[src/rtl/mux_ctrl_scheduler_if.sv]
// mux_ctrl_scheduler_if
//   Groups the scheduler's enable/request inputs and its select outputs.
//   master : request side (drives i_en, i_req; observes the grant outputs)
//   slave  : scheduler side (consumes i_en, i_req; drives o_ctrl, o_valid, o_switch)
//   Signals:
//     i_en     1  scheduler enable
//     i_req    4  per-channel request, bit k requests channel k
//     o_ctrl   2  granted channel index, feeds the selector's i_ctrl
//     o_valid  1  high while a grant is active
//     o_switch 1  one-cycle pulse on the first cycle of each new grant
interface mux_ctrl_scheduler_if;
   logic       i_en;
   logic [3:0] i_req;
   logic [1:0] o_ctrl;
   logic       o_valid;
   logic       o_switch;

   modport master (
      output i_en, i_req,
      input  o_ctrl, o_valid, o_switch
   );

   modport slave (
      input  i_en, i_req,
      output o_ctrl, o_valid, o_switch
   );
endinterface

[src/rtl/mux_ctrl_scheduler.sv]
// mux_ctrl_scheduler
//   Round-robin select generator for a clocked 4:1 data selector. Grants one
//   requesting channel at a time for DWELL cycles, then rotates to the next
//   requesting channel after the current one. All outputs are registered.
//   Parameters:
//     DWELL  cycles each grant is held (1..255)
//   Ports:
//     i_clk  clock, rising edge
//     i_rst  asynchronous active-high reset
//     bus    mux_ctrl_scheduler_if.slave (i_en, i_req in; o_ctrl, o_valid, o_switch out)
module mux_ctrl_scheduler #(
   parameter int DWELL = 4
) (
   input  logic                  i_clk,
   input  logic                  i_rst,
   mux_ctrl_scheduler_if.slave   bus
);

   localparam int CNT_W = $clog2(DWELL + 1);
   localparam logic [CNT_W-1:0] DWELL_M1 = CNT_W'(DWELL - 1);
   localparam logic [CNT_W-1:0] CNT_ONE  = CNT_W'(1);

   typedef enum logic {
      S_IDLE  = 1'b0,
      S_GRANT = 1'b1
   } state_t;

   state_t           state_q;
   logic [1:0]       ctrl_q;
   logic             valid_q;
   logic             switch_q;
   logic [1:0]       last_q;
   logic [CNT_W-1:0] cnt_q;

   // Arbitration result for the current request vector.
   logic [1:0] arb_ch_d;
   logic       arb_any_d;
   logic       found;
   logic [1:0] idx;

   // Scan last+1 .. last+4 (mod 4); the 2-bit add provides the wrap, and the
   // fourth step lands back on last so the current owner wins only when it is
   // the sole requester.
   // NOTE: every signal written here gets a default first so the block stays
   // purely combinational (no latches).
   always_comb begin
      arb_any_d = |bus.i_req;
      arb_ch_d  = last_q;
      found     = 1'b0;
      idx       = last_q;
      for (int i = 1; i <= 4; i++) begin
         idx = last_q + 2'(i);
         if (!found && bus.i_req[idx]) begin
            arb_ch_d = idx;
            found    = 1'b1;
         end
      end
   end

   // NOTE: the reset is in the sensitivity list, so it clears the outputs
   // immediately rather than waiting for a clock edge.
   // NOTE: registered state uses non-blocking assignments so every flop samples
   // the pre-edge values of its neighbours.
   always_ff @(posedge i_clk or posedge i_rst) begin
      if (i_rst) begin
         state_q  <= S_IDLE;
         ctrl_q   <= 2'b00;
         valid_q  <= 1'b0;
         switch_q <= 1'b0;
         last_q   <= 2'b11;   // first arbitration favours channel 0
         cnt_q    <= '0;
      end else begin
         case (state_q)
            S_IDLE: begin
               if (bus.i_en && arb_any_d) begin
                  state_q  <= S_GRANT;
                  ctrl_q   <= arb_ch_d;
                  last_q   <= arb_ch_d;
                  cnt_q    <= DWELL_M1;
                  valid_q  <= 1'b1;
                  switch_q <= 1'b1;
               end else begin
                  valid_q  <= 1'b0;
                  switch_q <= 1'b0;
               end
            end

            S_GRANT: begin
               if (!bus.i_en) begin
                  // Enable drop aborts the grant regardless of the dwell count.
                  state_q  <= S_IDLE;
                  valid_q  <= 1'b0;
                  switch_q <= 1'b0;
               end else if (!bus.i_req[ctrl_q] || cnt_q == '0) begin
                  if (!arb_any_d) begin
                     state_q  <= S_IDLE;
                     valid_q  <= 1'b0;
                     switch_q <= 1'b0;
                  end else if (arb_ch_d != ctrl_q) begin
                     ctrl_q   <= arb_ch_d;
                     last_q   <= arb_ch_d;
                     cnt_q    <= DWELL_M1;
                     switch_q <= 1'b1;
                  end else begin
                     // Sole requester keeps the grant without a new switch pulse.
                     cnt_q    <= DWELL_M1;
                     switch_q <= 1'b0;
                  end
               end else begin
                  cnt_q    <= cnt_q - CNT_ONE;
                  switch_q <= 1'b0;
               end
            end

            default: begin
               state_q  <= S_IDLE;
               valid_q  <= 1'b0;
               switch_q <= 1'b0;
            end
         endcase
      end
   end

   assign bus.o_ctrl   = ctrl_q;
   assign bus.o_valid  = valid_q;
   assign bus.o_switch = switch_q;

endmodule

[src/flat_wrapper.sv]
// flat-port wrapper written by rule: the top's interface ports become plain ports
module mux_ctrl_scheduler_flat 
#(
   parameter int DWELL = 4
)
  (i_clk, i_rst, bus_i_en, bus_i_req, bus_o_ctrl, bus_o_valid, bus_o_switch);
  mux_ctrl_scheduler_if bus_i ();
  input  logic i_clk;
  input  logic i_rst;
  input wire logic [$bits(bus_i.i_en)-1:0] bus_i_en;
  input wire logic [$bits(bus_i.i_req)-1:0] bus_i_req;
  output wire logic [$bits(bus_i.o_ctrl)-1:0] bus_o_ctrl;
  output wire logic [$bits(bus_i.o_valid)-1:0] bus_o_valid;
  output wire logic [$bits(bus_i.o_switch)-1:0] bus_o_switch;
  assign bus_i.i_en = bus_i_en;
  assign bus_i.i_req = bus_i_req;
  assign bus_o_ctrl = bus_i.o_ctrl;
  assign bus_o_valid = bus_i.o_valid;
  assign bus_o_switch = bus_i.o_switch;
  mux_ctrl_scheduler #(.DWELL(DWELL)) u_core (.i_clk(i_clk), .i_rst(i_rst), .bus(bus_i));
endmodule
[config.mk]
export PLATFORM = sky130hd
export DESIGN_NAME = mux_ctrl_scheduler_flat
export DESIGN_NICKNAME = d
export VERILOG_FILES = /design/src/rtl/mux_ctrl_scheduler_if.sv /design/src/rtl/mux_ctrl_scheduler.sv /design/src/flat_wrapper.sv
export SDC_FILE = /design/constraint.sdc
export NUM_CORES = 1
export LEC_CHECK = 0
export CORE_MARGIN = 3
export CORE_UTILIZATION = 30
export CTS_BUF_LIST = sky130_fd_sc_hd__clkbuf_8
export DETAILED_ROUTE_END_ITERATION = 12
export PLACE_DENSITY_LB_ADDON = 0.15
export SYNTH_ARGS = -nofsm -noshare
export SYNTH_HDL_FRONTEND = slang
export SYNTH_SLANG_ARGS = --single-unit
[constraint.sdc]
create_clock -name i_clk -period 3.8 [get_ports i_clk]
set_clock_uncertainty 0.2 [all_clocks]
set_input_delay 0.57 -clock i_clk [delete_from_list [all_inputs] [get_ports i_clk]]
set_output_delay 0.57 -clock i_clk [all_outputs]
set_load 0.02 [all_outputs]
# --- Word level (Yosys, flattened, before mapping) ---
# Cells that the tools add are included.
totals:
  ff_bits: 10
  input_bits: 7
  word_cells: 81
classes:
  magnitude_cmp: 5
  muxes: 42
  bitwise_logic: 1
  n_reduce_logical: 14
  eq_ne: 9
  n_addsub: 4
ops:
  columns: ["operator", "count"]
  rows:
  - ["$mux W1", 19]
  - ["$mux W2", 9]
  - ["$lt A2 B3 Y1 const B", 5]
  - ["$mux W3", 4]
  - ["$bmux W1 S2", 5]
  - ["$ne A3 B3 Y1 const B", 3]
  - ["$ne A2 B2 Y1 const B", 4]
  - ["$pmux W1 S2", 3]
  - ["$pmux W3 S2", 1]
  - ["$reduce_and A5 Y1", 1]
  - ["$add A2 B2 Y2 const B", 2]
  - ["$logic_and A1 B1 Y1", 4]
  - ["$logic_not A1 Y1", 4]
  - ["$pmux W2 S2", 1]
  - ["$reduce_or A4 Y1", 1]
  - ["$logic_not A3 Y1", 1]
  - ["$reduce_and A3 Y1", 1]
  - ["$sub A3 B1 Y3 const B", 1]
  - ["$add A2 B1 Y2 const B", 1]
  - ["$ne A2 B1 Y1 const B", 1]
  - ["$ne A2 B2 Y1", 1]
  - ["$reduce_and A2 Y1", 1]
  - ["$logic_or A1 B1 Y1", 1]
  - ["$not A1 Y1", 1]

# --- Depth between registers and ports, before layout ---
# Gate-level depths: netlist (run 1).
logic_depth:
  ltp_word: 19
  depth_mapped: 9
  depth_no_buf: 9

# --- Worst setup path before layout (run 1) ---
# No wires, ideal clock.
synth_path:
  path_kind: "register to register"
  start: "reg u_core.cnt_q[0]"
  end: "reg u_core.last_q[1]"
  path_stages_with_launch: 10
  arrival_ns: 1.669
  path_buffers: 0
  path_slack_ns: 1.850
  period_less_slack_ns: 1.950
  t_required_ns: 3.519
  path_cell_list: "dfrtp_1 inv_1 ha_1 ha_1 or2_1 o22ai_2 and2_4 nand2b_2 nor2_1 o221a_1"
synth_via:
  elab_chain_cells: 4
synth_rtl:
  columns: ["item", "line_no", "rtl"]
  rows:
  - ["start, declared", "mux_ctrl_scheduler.sv:33", "logic [CNT_W-1:0] cnt_q;"]
  - ["start signal, assigned", "mux_ctrl_scheduler.sv:110", "cnt_q <= cnt_q - CNT_ONE;"]
  - ["$logic_not A3 Y1", "mux_ctrl_scheduler.sv:94", "end else if (!bus.i_req[ctrl_q] || cnt_q == '0) begin"]
  - ["$logic_or A1 B1 Y1", "mux_ctrl_scheduler.sv:94", null]
  - ["$ne A2 B2 Y1 (no line)", null, null]
  - ["$reduce_and A5 Y1 (no line)", null, null]
  - ["end signal, assigned", "mux_ctrl_scheduler.sv:78", "last_q <= arb_ch_d;"]
  - ["end signal, assigned", "mux_ctrl_scheduler.sv:101", "last_q <= arb_ch_d;"]
  - ["end, declared", "mux_ctrl_scheduler.sv:32", "logic [1:0] last_q;"]
# No other way between the ends.
# A chain may end at the register's enable or synchronous reset.

# --- Final worst setup path (run 1) ---
layout_path:
  start: "in bus_i_req[3]"
  end: "reg u_core.last_q[1]"
layout_via:
  elab_chain_cells: 17
  elab_cells_between_ends: 39
  classes_between: "eq/ne (5); mux (23); reduce/logical (11)"
layout_rtl:
  columns: ["item", "line_no", "rtl"]
  rows:
  - ["start, declared", "flat_wrapper.sv:11", "input wire logic [$bits(bus_i.i_req)-1:0] bus_i_req;"]
  - ["$bmux W1 S2", "mux_ctrl_scheduler.sv:53", "if (!found && bus.i_req[idx]) begin"]
  - ["$mux W1 (not written as such)", "mux_ctrl_scheduler.sv:53", null]
  - ["$mux W1", "mux_ctrl_scheduler.sv:53", null]
  - ["$logic_not A1 Y1", "mux_ctrl_scheduler.sv:53", null]
  - ["$logic_and A1 B1 Y1", "mux_ctrl_scheduler.sv:53", null]
  - ["$mux W1", "mux_ctrl_scheduler.sv:53", null]
  - ["$logic_not A1 Y1", "mux_ctrl_scheduler.sv:53", null]
  - ["$logic_and A1 B1 Y1", "mux_ctrl_scheduler.sv:53", null]
  - ["$mux W1", "mux_ctrl_scheduler.sv:53", null]
  - ["$logic_not A1 Y1", "mux_ctrl_scheduler.sv:53", null]
  - ["$logic_and A1 B1 Y1", "mux_ctrl_scheduler.sv:53", null]
  - ["$mux W2", "mux_ctrl_scheduler.sv:53", null]
  - ["$mux W2", "mux_ctrl_scheduler.sv:99", "end else if (arb_ch_d != ctrl_q) begin"]
  - ["$mux W2", "mux_ctrl_scheduler.sv:95", "if (!arb_any_d) begin"]
  - ["$mux W2", "mux_ctrl_scheduler.sv:94", null]
  - ["$mux W2", "mux_ctrl_scheduler.sv:89", "if (!bus.i_en) begin"]
  - ["$pmux W2 S2", "mux_ctrl_scheduler.sv:73", "case (state_q)"]
# Parallel ways exist; a longest one is shown, timed or not. The select of a mux whose other input is x is not followed.

==> results of run 1 <==
==> cells in the mapped netlist (2+ instances only) <==
library cell and n:
nor2_1 6, nand2_1 6, or3_4 2, a21oi_1 3, o21ai_0 5, inv_1 7, inv_2 2, a21o_1 2
dfstp_2 2, ha_1 2, dfrtp_1 8, mux2i_1 2
==> critical path: cells and delay by family <==
kind	cells	cell delay, ns
and+or+nand+nor	2	0.19
buffers and inverters	2	0.68
AOI/OAI and AO/OA	2	0.87
==> power by group through the flow <==
stage	logic (W)	registers [W]	clock network (W)
floorplan	0.000215	0.000190	0
global route	0.000307	0.000199	0.000145
global placement	0.000282	0.000194	0
detailed placement	0.000281	0.000194	0
CTS	0.000283	0.000193	0.000137
finish	0.000279	0.000192	0.000133
==> layer usage <==
layer	vias up	part of all wire, %	GRT usage (%)
met5	-	0	0
met4	0	0.88	6.22
met3	2	3.5	2.49
met2	6	48	20.9
met1	267	48	14.6
li1	274	-	-
==> state kept, by name, summed over array words and instances (netlist names) <==
register and cells:
u_core.cnt_q 3, u_core.last_q 2, u_core.bus.o_ctrl 2, u_core.bus.o_switch 1, u_core.bus.o_valid 1, u_core.state_q 1
==> kinds of logic (layout without fill, tap and decap cells) <==
family	Yosys count	after routing
AND/OR/NAND/NOR	22	22
AO/OA/AOI/OAI	21	21
buffers and inverters	11	23
flip-flops	10	10
multiplexers	3	3
adder cells (fa/ha/maj)	2	2
XOR/XNOR	2	2
==> how the worst min path moves through the flow <==
stage / slack (ns) / end / depth (start not counted) / from
floorplan: 0.21 / u_core.bus.o_ctrl[0] / 1 / i_rst
global placement: 0.27 / u_core.cnt_q[0] / 1 / u_core.cnt_q[0]
detailed placement: 0.28 / u_core.cnt_q[0] / 1 / u_core.cnt_q[0]
CTS: 0.28 / u_core.cnt_q[0] / 1 / u_core.cnt_q[0]
global route: 0.30 / u_core.cnt_q[0] / 1 / u_core.cnt_q[0]
finish: 0.28 / u_core.cnt_q[0] / 1 / u_core.cnt_q[0]
==> layout make-up <==
cell class / instances / area (sq um)
Fill cell: 218 / 1220
Inverter: 9 / 33.8
Tap cell: 27 / 33.8
Clock buffer: 4 / 55.1
Sequential cell: 10 / 253
Timing Repair Buffer: 10 / 100
Multi-Input combinational cell: 50 / 390
==> placed cells by master, fill, tap and decap left out, types with 3 or more instances in the layout <==
master	instances
nand2_1	6
nor2_1	6
clkbuf_8	4
o21ai_0	5
a21oi_1	3
inv_1	7
dfrtp_1	8
clkdlybuf4s50_1	10
==> metrics by stage <==
stage / setup WS (ns) / hold WS [ns] / total power, W / area (sq um) / utilization, %
3_5_place_dp: 1.21 / 0.277 / 0.000476 / 811 / 38.9
2_1_floorplan: 1.85 / 0.209 / 0.000405 / 696 / -
4_1_cts: 1.45 / 0.284 / 0.000612 / 866 / 41.6
3_3_place_gp: 1.23 / 0.268 / 0.000475 / 811 / 38.9
5_1_grt: 1.35 / 0.305 / 0.000652 / 866 / 41.6
6_report: 1.45 / 0.283 / 0.000605 / 866 / 41.6
==> reports/metrics.cfg, run 1 <==
[setup_path]
slowest_stage=o41ai_4
worstReg2RegEnd=u_core.last_q[1]
r2r-start=u_core.cnt_q[0]
cp-start-kind=input port
cp-endpoint=u_core.last_q[1]
slowest_delay_ns=0.62
regToRegSetupSlack_ns=1.67
critical_path_class=input port to register
reg2regPathDepth=9
cp-startpoint=bus_i_req[3]
cp_cell_sequence=clkdlybuf4s50_1 > o41ai_4 > inv_2 > nand2b_2 > nor2_1 > o221a_1
endpoint_kind=register
crit_required_ns=3.76
path_max_fanout=8
worstPathArrival_ns=2.31

[clock_tree]
postCtsSetupRepairBufs=0
cts_resized=0
clk_pin_slew_ns=0.05
root_buffer=clkbuf_8
cts_buffer_depth=2
cts_buffers=3
cts_tree=yes
clock_sinks=10
clk_latency_ns=0.23
htreeDepth=1
postCtsHoldBufs=0

[grt]
grt_pass1_wl_microns=2520
grt_max_degree=11
grt.overflow.total=0
grt_usage_pct=12.4
antenna_found_initial=0
grt_pass1_vias=574

[logic_synthesis]
postSynth.asyncResetShare_pct=100
synth_fa_ha_area_share_pct=3.60
synth_nets=80
syn_area_sq_um=696
synth.area.mux_share_pct=4.86
synth_top_area_cell=dfrtp_1
synth_area_leaders=dfrtp_1 (29%), dfstp_2 (7.6%), o41ai_4 (4.0%), inv_1 (3.8%), ha_1 (3.6%)
postSynthCellCount=71
synth_edf_count=0
synth_top_area_share_pct=28.8
synthFlopType=dfrtp_1
synth_cell_types=36
ys_ff_latch=10
yosys.area_share.simple_pct=17.8
yosysWarnings=0
synth_top_family_by_area=compound AO/OA/AOI/OAI gates
synth_xor_area_share_pct=2.52
synth_compound_gate_area_share_pct=27.3
ys_seq_area_share_pct=36.3
postSynthAreaPerCell_sq_um=9.80

[final_layout]
drive_gt1_share_pct=24.1
syn_to_final_growth_pct=24.5
final_nets=93
n_antenna_cell=0
stdcell_count=110

[place]
gp_congestion=0.688
hpwl_microns=1160
portBuffers=10
dp.cells=106

[sta]
drv_slew=0
rsz0062_at_grt=false
max_freq_mhz=426
setup_tns_ns=0
tightest_slew_ns=0.525
fin_crit_ns=2.35
relSlewSlack_pct=64.9
post-route-period-util_pct=61.8
finalHoldViolCount=0
finalSetupViolations=0

[floorplan]
io_pins=11
die_w_microns=54.2
die_h_microns=54.2
rows=16
dieArea_sq_mm=0.00293
start_util_pct=33.4
core_sq_mm=0.00208

[drt]
dr_total_vias=549
wire_per_inst_microns=13.5
drt_iter0_drc=5
routed_wl_microns=1480
ant_nets=0
viasPerCell=4.99
drt-pass1-iter-count=4
drc_errors=0

[flow_run]
cap_violations=0

[outcome]
status=completed

[power_and_ir_drop]
power_per_cell_area_mw_per_mm2=698
p_seq_share_pct=31.8
pwr-share-comb_pct=46.1
p_leak_nw=0.382
intPower_w=0.000377
p_sw_w=0.000228
clkPwrFrac_pct=22.1
max-vdd-ir-drop_mv=0.271
switching_share_pct=37.7

[min_path]
hold_class=register to register

No activity file was read; power rests on OpenSTA's default activity.
==> run 2, diff against run 1 <==
==> constraint.sdc (replaced) <==
create_clock -name i_clk -period 2.44 [get_ports i_clk]
set_clock_uncertainty 0.2 [all_clocks]
set_input_delay 0.366 -clock i_clk [delete_from_list [all_inputs] [get_ports i_clk]]
set_output_delay 0.366 -clock i_clk [all_outputs]
set_load 0.02 [all_outputs]
==> run 2 against run 1 <==
Die area unchanged. Combinational power increased by 55%. Wire length decreased by 4.2%. Sequential share of layout area decreased by 0.25 points. Non-clock buffer count increased by 1. Hold slack got worse by 0.069 ns. Total power increased by 55%. Final cell count increased by 0.91%. Worst setup slack got worse by 1.1 ns. Sequential power increased by 54%. Largest power group unchanged. Highest routed layer unchanged.
==> reports/metrics.cfg, run 2 (synthesis gave the netlist of run 1 again) <==
[outcome]
status=completed

[setup_path]
endpoint_kind=register
cp-start-kind=register
worstReg2RegEnd=u_core.last_q[1]
critical_path_class=register to register
slowest_stage=dfrtp_1
cp-endpoint=u_core.last_q[1]
cpLargestDelayFamily=simple AND/OR/NAND/NOR gates
cp.buffers_inverters=1  ; -1
crit_required_ns=2.41  ; -1.35 ns
r2r-start=u_core.cnt_q[0]
cp_cell_sequence=inv_1 > ha_1 > ha_1 > or2_1 > o22ai_2 > and2_4 > nand2b_2 > nor2_1 > o221a_1
worstPathArrival_ns=2.09  ; -0.22 ns
regToRegSetupSlack_ns=0.32  ; -1.35 ns
cp-startpoint=u_core.cnt_q[0]
reg2regPathDepth=9  ; unchanged
cpMostUsedCell=ha_1
crit_cells=9  ; +3
path_max_fanout=5  ; -3
slowest_delay_ns=0.36  ; -0.26 ns

[grt]
grt_pass1_wl_microns=2540  ; +0.83%
grt_pass1_vias=582  ; +1.4%
grt.overflow.total=0  ; unchanged
grt_usage_pct=12.6  ; +0.22 points
antenna_found_initial=0  ; unchanged
grt_max_degree=11  ; unchanged

[sta]
finalSetupViolations=0  ; unchanged
fin_crit_ns=2.12
setup_tns_ns=0  ; unchanged
post-route-period-util_pct=87.0
tightest_slew_ns=0.406  ; -0.119 ns
setup_ws_ns=0.318  ; -1.13 ns
relSlewSlack_pct=72.9  ; +8.0 points
max_freq_mhz=471
drv_slew=0  ; unchanged
rsz0062_at_grt=false
finalHoldViolCount=0  ; unchanged
hold_ws_ns=0.214  ; -0.0691 ns

[clock_tree]
postCtsHoldBufs=0  ; unchanged
cts_buffer_depth=2  ; unchanged
clock_sinks=10  ; unchanged
cts_resized=0  ; unchanged
cts_tree=yes
root_buffer=clkbuf_8
clk_pin_slew_ns=0.05  ; about the same
clk_latency_ns=0.24  ; about the same
postCtsSetupRepairBufs=0  ; unchanged
htreeDepth=1  ; unchanged
cts_buffers=3  ; unchanged

[final_layout]
final_cell_mix=clkdlybuf4s50_1 (10), dfrtp_1 (8), inv_1 (7), nor2_1 (6), nand2_1 (6)
final_util_pct=41.9  ; +0.36 points
regArea_sq_um=253  ; unchanged
fillers=220  ; +0.92%
stdcell_area_sq_um=873  ; +0.87%
drive_gt1_share_pct=25.0  ; +0.90 points
top_register=u_core.cnt_q
n_antenna_cell=0  ; unchanged
final_nets=94  ; +1.1%
syn_to_final_growth_pct=25.5
multiInputGateArea_sq_um=390  ; unchanged
largest_register_ffs=3  ; unchanged
final_common_cell=clkdlybuf4s50_1

[min_path]
hold_class=input port to asynchronous set/reset pin

[floorplan]
io_pins=11  ; unchanged
dieArea_sq_mm=0.00293  ; unchanged
core_sq_mm=0.00208  ; unchanged
start_util_pct=33.4  ; unchanged
die_w_microns=54.2  ; unchanged
rows=16  ; unchanged
die_h_microns=54.2  ; unchanged

[power_and_ir_drop]
p_leak_nw=0.386  ; +1.2%
max-vdd-ir-drop_mv=0.457  ; +69%
power_per_cell_area_mw_per_mm2=1070  ; +53%

[drt]
wire_per_inst_microns=12.8  ; -5.0%
ant_nets=0  ; unchanged
drt_iter0_drc=14  ; +9
viasPerCell=4.96  ; -0.54%
drc_errors=0  ; unchanged
dr_total_vias=551  ; +0.36%
routed_wl_microns=1420  ; -4.2%
drt-pass1-iter-count=3  ; -1

[place]
portBuffers=10  ; unchanged
hpwl_microns=1110  ; -4.2%
gp_congestion=0.697  ; +1.4%
place_ws_ns=0.0997  ; -1.11 ns
placed_area_sq_um=818  ; +0.93%

[flow_run]
cap_violations=0  ; unchanged

run 2: cell type report:
class	count	area share, %
clock buffer	4	6.30
timing repair buffer	11	12.3
sequential	10	28.9
multi-input combinational	50	44.7
tap	27	3.87
inverter	9	3.87
run 2: report_power, final:
part / switching, W / total (W) / leakage (nW) / internal [W]
Combinational: 0.000215 / 0.000432 / 0.243 / 0.000217
Clock: 0.0000660 / 0.000208 / 0.0288 / 0.000142
Sequential: 0.0000679 / 0.000296 / 0.114 / 0.000228
Total: 0.000348 / 0.000936 / 0.386 / 0.000588
run 2: metal layers:
layer	vias to the layer above	global-route usage [%]	part of all wire (%)
met5	-	0	0
met4	0	6.22	2.3
met3	5	3.88	4.8
met2	9	21.3	46
met1	261	14.1	47
li1	276	-	-
run 2: through the flow:
stage          power, W  cells
5_1_grt         0.00101    111
4_1_cts        0.000949    111
3_3_place_gp   0.000735    107
2_1_floorplan  0.000631     71
3_5_place_dp   0.000735    107
6_report       0.000936    111
run 2: worst min path at each step:
stage	from	end	slack, ns	cells after the start
global placement	u_core.cnt_q[0]	u_core.cnt_q[0]	0.26	1
finish	i_rst	u_core.cnt_q[0]	0.21	2
detailed placement	u_core.cnt_q[0]	u_core.cnt_q[0]	0.28	1
CTS	i_rst	u_core.cnt_q[0]	0.23	2
floorplan	i_rst	u_core.bus.o_ctrl[0]	0.005	1
global route	i_rst	u_core.cnt_q[0]	0.26	2
run 2: worst reg2reg max path: stages, from the launching register on:
cell,delay (ns)
dfrtp_1,0.36
inv_1,0.05
ha_1,0.19
ha_1,0.21
or2_1,0.22
o22ai_2,0.15
and2_4,0.20
nand2b_2,0.15
nor2_1,0.06
o221a_1,0.25
==> patch, RTL diff (settings of run 2) <==
`DWELL` is set to 4 in 2 places; all go to 8.
--- a/src/rtl/mux_ctrl_scheduler.sv
+++ b/src/rtl/mux_ctrl_scheduler.sv
@@ -9,7 +9,7 @@
 //     i_rst  asynchronous active-high reset
 //     bus    mux_ctrl_scheduler_if.slave (i_en, i_req in; o_ctrl, o_valid, o_switch out)
 module mux_ctrl_scheduler #(
-   parameter int DWELL = 4
+   parameter int DWELL = 8
 ) (
    input  logic                  i_clk,
    input  logic                  i_rst,
--- a/src/flat_wrapper.sv
+++ b/src/flat_wrapper.sv
@@ -1,7 +1,7 @@
 // flat-port wrapper written by rule: the top's interface ports become plain ports
 module mux_ctrl_scheduler_flat 
 #(
-   parameter int DWELL = 4
+   parameter int DWELL = 8
 )
   (i_clk, i_rst, bus_i_en, bus_i_req, bus_o_ctrl, bus_o_valid, bus_o_switch);
   mux_ctrl_scheduler_if bus_i ();
Formal check against the unedited RTL: not equivalent (a bounded check fails within 10 cycles, from zero or initial values and one cycle with i_rst high).
==> patch against run 2 <==
Global-route usage decreased by 0.25 points. Routed wire length decreased by 7.7%. Total power decreased by 9.3%. Maximum frequency increased by 1.8%. Design area decreased by 5.7%. Worst setup slack improved by 0.038 ns. Worst hold slack improved by 0.013 ns. Die area decreased by 7.9%. Critical endpoint is now u_core.last_q[0]. Area after synthesis decreased by 8.8%. Sequential cell count increased by 1.
==> patch: results (changes against run 2) <==
[status]
status = complete, no violations

[critical_path]
r2r-end = u_core.last_q[0]
cp.arrival_ns = 2.06  ; -0.03 ns
reg2reg_slack_ns = 0.43  ; +0.11 ns
reg2reg_depth = 6  ; -3

[final_layout]
drive_gt1_share_pct = 16.25  ; -8.8 points
fin_cells = 107  ; -3.6%
largest_reg_flops = 4  ; +1

[grt]
grtUsageTotal_pct = 12.34  ; -0.25 points
grt_max_degree = 12  ; +1
grt_use_met1_pct = 16.34  ; +2.2 points
use_met3_pct = 4.585  ; +0.71 points
grt_pass1_vias = 484  ; -17%
grt_pass1_wl_um = 2339  ; -7.9%
gr-usage-met2_pct = 17.15  ; -4.2 points

[placement]
placedCellCount = 103  ; -3.7%
gp_congestion = 0.7410  ; +6.3%

[logic_synthesis]
ys_seq_area_share_pct = 43.79  ; +7.5 points
synth_commonest_cells = 9 x dfrtp_1, 8 x nor2_1, 5 x a21oi_1
yosysUniqueCellTypes = 31  ; -14%
synth_area_leaders = dfrtp_1 36%, dfstp_2 8.3%, mux2i_1 4.7%, nor2_1 4.7%, a21oi_1 3.9%

[pwr]
vdd_drop_max_v = 0.0004595  ; +0.56%
p_leak_nw = 0.3595  ; -6.9%
p_int_w = 0.0005307  ; -9.7%

[route]
vias = 495  ; -10%
drt_iter0_drc = 11  ; -3
drt_wl_total_um = 1312  ; -7.7%
drt_pass1_iterations = 5  ; +2

[sta]
tightestPinTransition_ns = 0.4393  ; +0.03375 ns

==> patch: cell types whose count changed in the layout (fill, tap and decap cells not counted), moves of 2 or more <==
cell	before	now
nand2b_1	1	4
a21oi_1	3	5
nor2_1	6	8
inv_1	7	5
nand2_1	6	2
o22a_1	0	2
nor3_1	0	2
o21ai_0	5	2
or3_4	2	0
==> patch: how the worst max path moves through the flow <==
| stage | to | slack (ns) | cells after the start |
|---|---|---|---|
| 2_1_floorplan | u_core.last_q[0] | 0.53 | 6 |
| 3_3_place_gp | u_core.last_q[0] | 0.14 | 7 |
| 3_5_place_dp | u_core.last_q[0] | 0.11 | 7 |
| 4_1_cts | u_core.last_q[0] | 0.35 | 7 |
| 5_1_grt | u_core.last_q[0] | 0.18 | 7 |
| 6_report | u_core.last_q[0] | 0.36 | 7 |
==> patch: cell type report <==
cell class	instances	area, µm²
Fill cell	199	1159
Multi-Input combinational cell	46	325.3
Sequential cell	11	277.8
Timing Repair Buffer	12	115.1
Clock buffer	3	41.29
Tap cell	27	33.78
Inverter	7	26.28
Clock inverter	1	3.754
==> patch: cells by family after synthesis <==
family / Yosys count / share of synthesized area (%)
simple gates: 21 / 16.37
compound gates: 19 / 24.26
flops: 11 / 43.79
buf+inv: 8 / 4.929
mux: 3 / 4.734
xor+xnor: 2 / 3.946
fa+ha+maj: 1 / 1.972
==> patch: worst max-delay path: stages <==
cell and delay [ns]:
clkdlybuf4s50_1 0.57, inv_2 0.04, a221o_1 0.35, a21oi_4 0.20, xor2_2 0.10, a31oi_2 0.21, mux2i_1 0.21
==> patch: layer usage <==
metal	vias up	part of all wire (%)	routed length, µm
met1	220	50	660
met5	-	0	0
met2	9	42	557
li1	263	-	-
met4	0	1.9	25
met3	3	5.3	69
==> patch: per-stage QoR <==
stage          setup slack [ns]  hold slack (ns)  instance area, µm²
2_1_floorplan            0.5335          0.01701               634.4
3_3_place_gp             0.1362           0.3025               778.2
3_5_place_dp             0.1108           0.2925               778.2
4_1_cts                  0.3471           0.2502               823.3
5_1_grt                  0.1831           0.2830               823.3
6_report                 0.3556           0.2276               823.3
==> patch: power groups by stage <==
| stage | registers [W] | logic (W) | clock network [W] |
|---|---|---|---|
| after CTS | 0.000309 | 0.000361 | 0.000189 |
| after detailed placement | 0.000311 | 0.000357 | 0 |
| after floorplan | 0.000315 | 0.000242 | 0 |
| after global placement | 0.000313 | 0.000359 | 0 |
| after global routing | 0.000323 | 0.000402 | 0.000198 |
| final | 0.000308 | 0.000356 | 0.000184 |
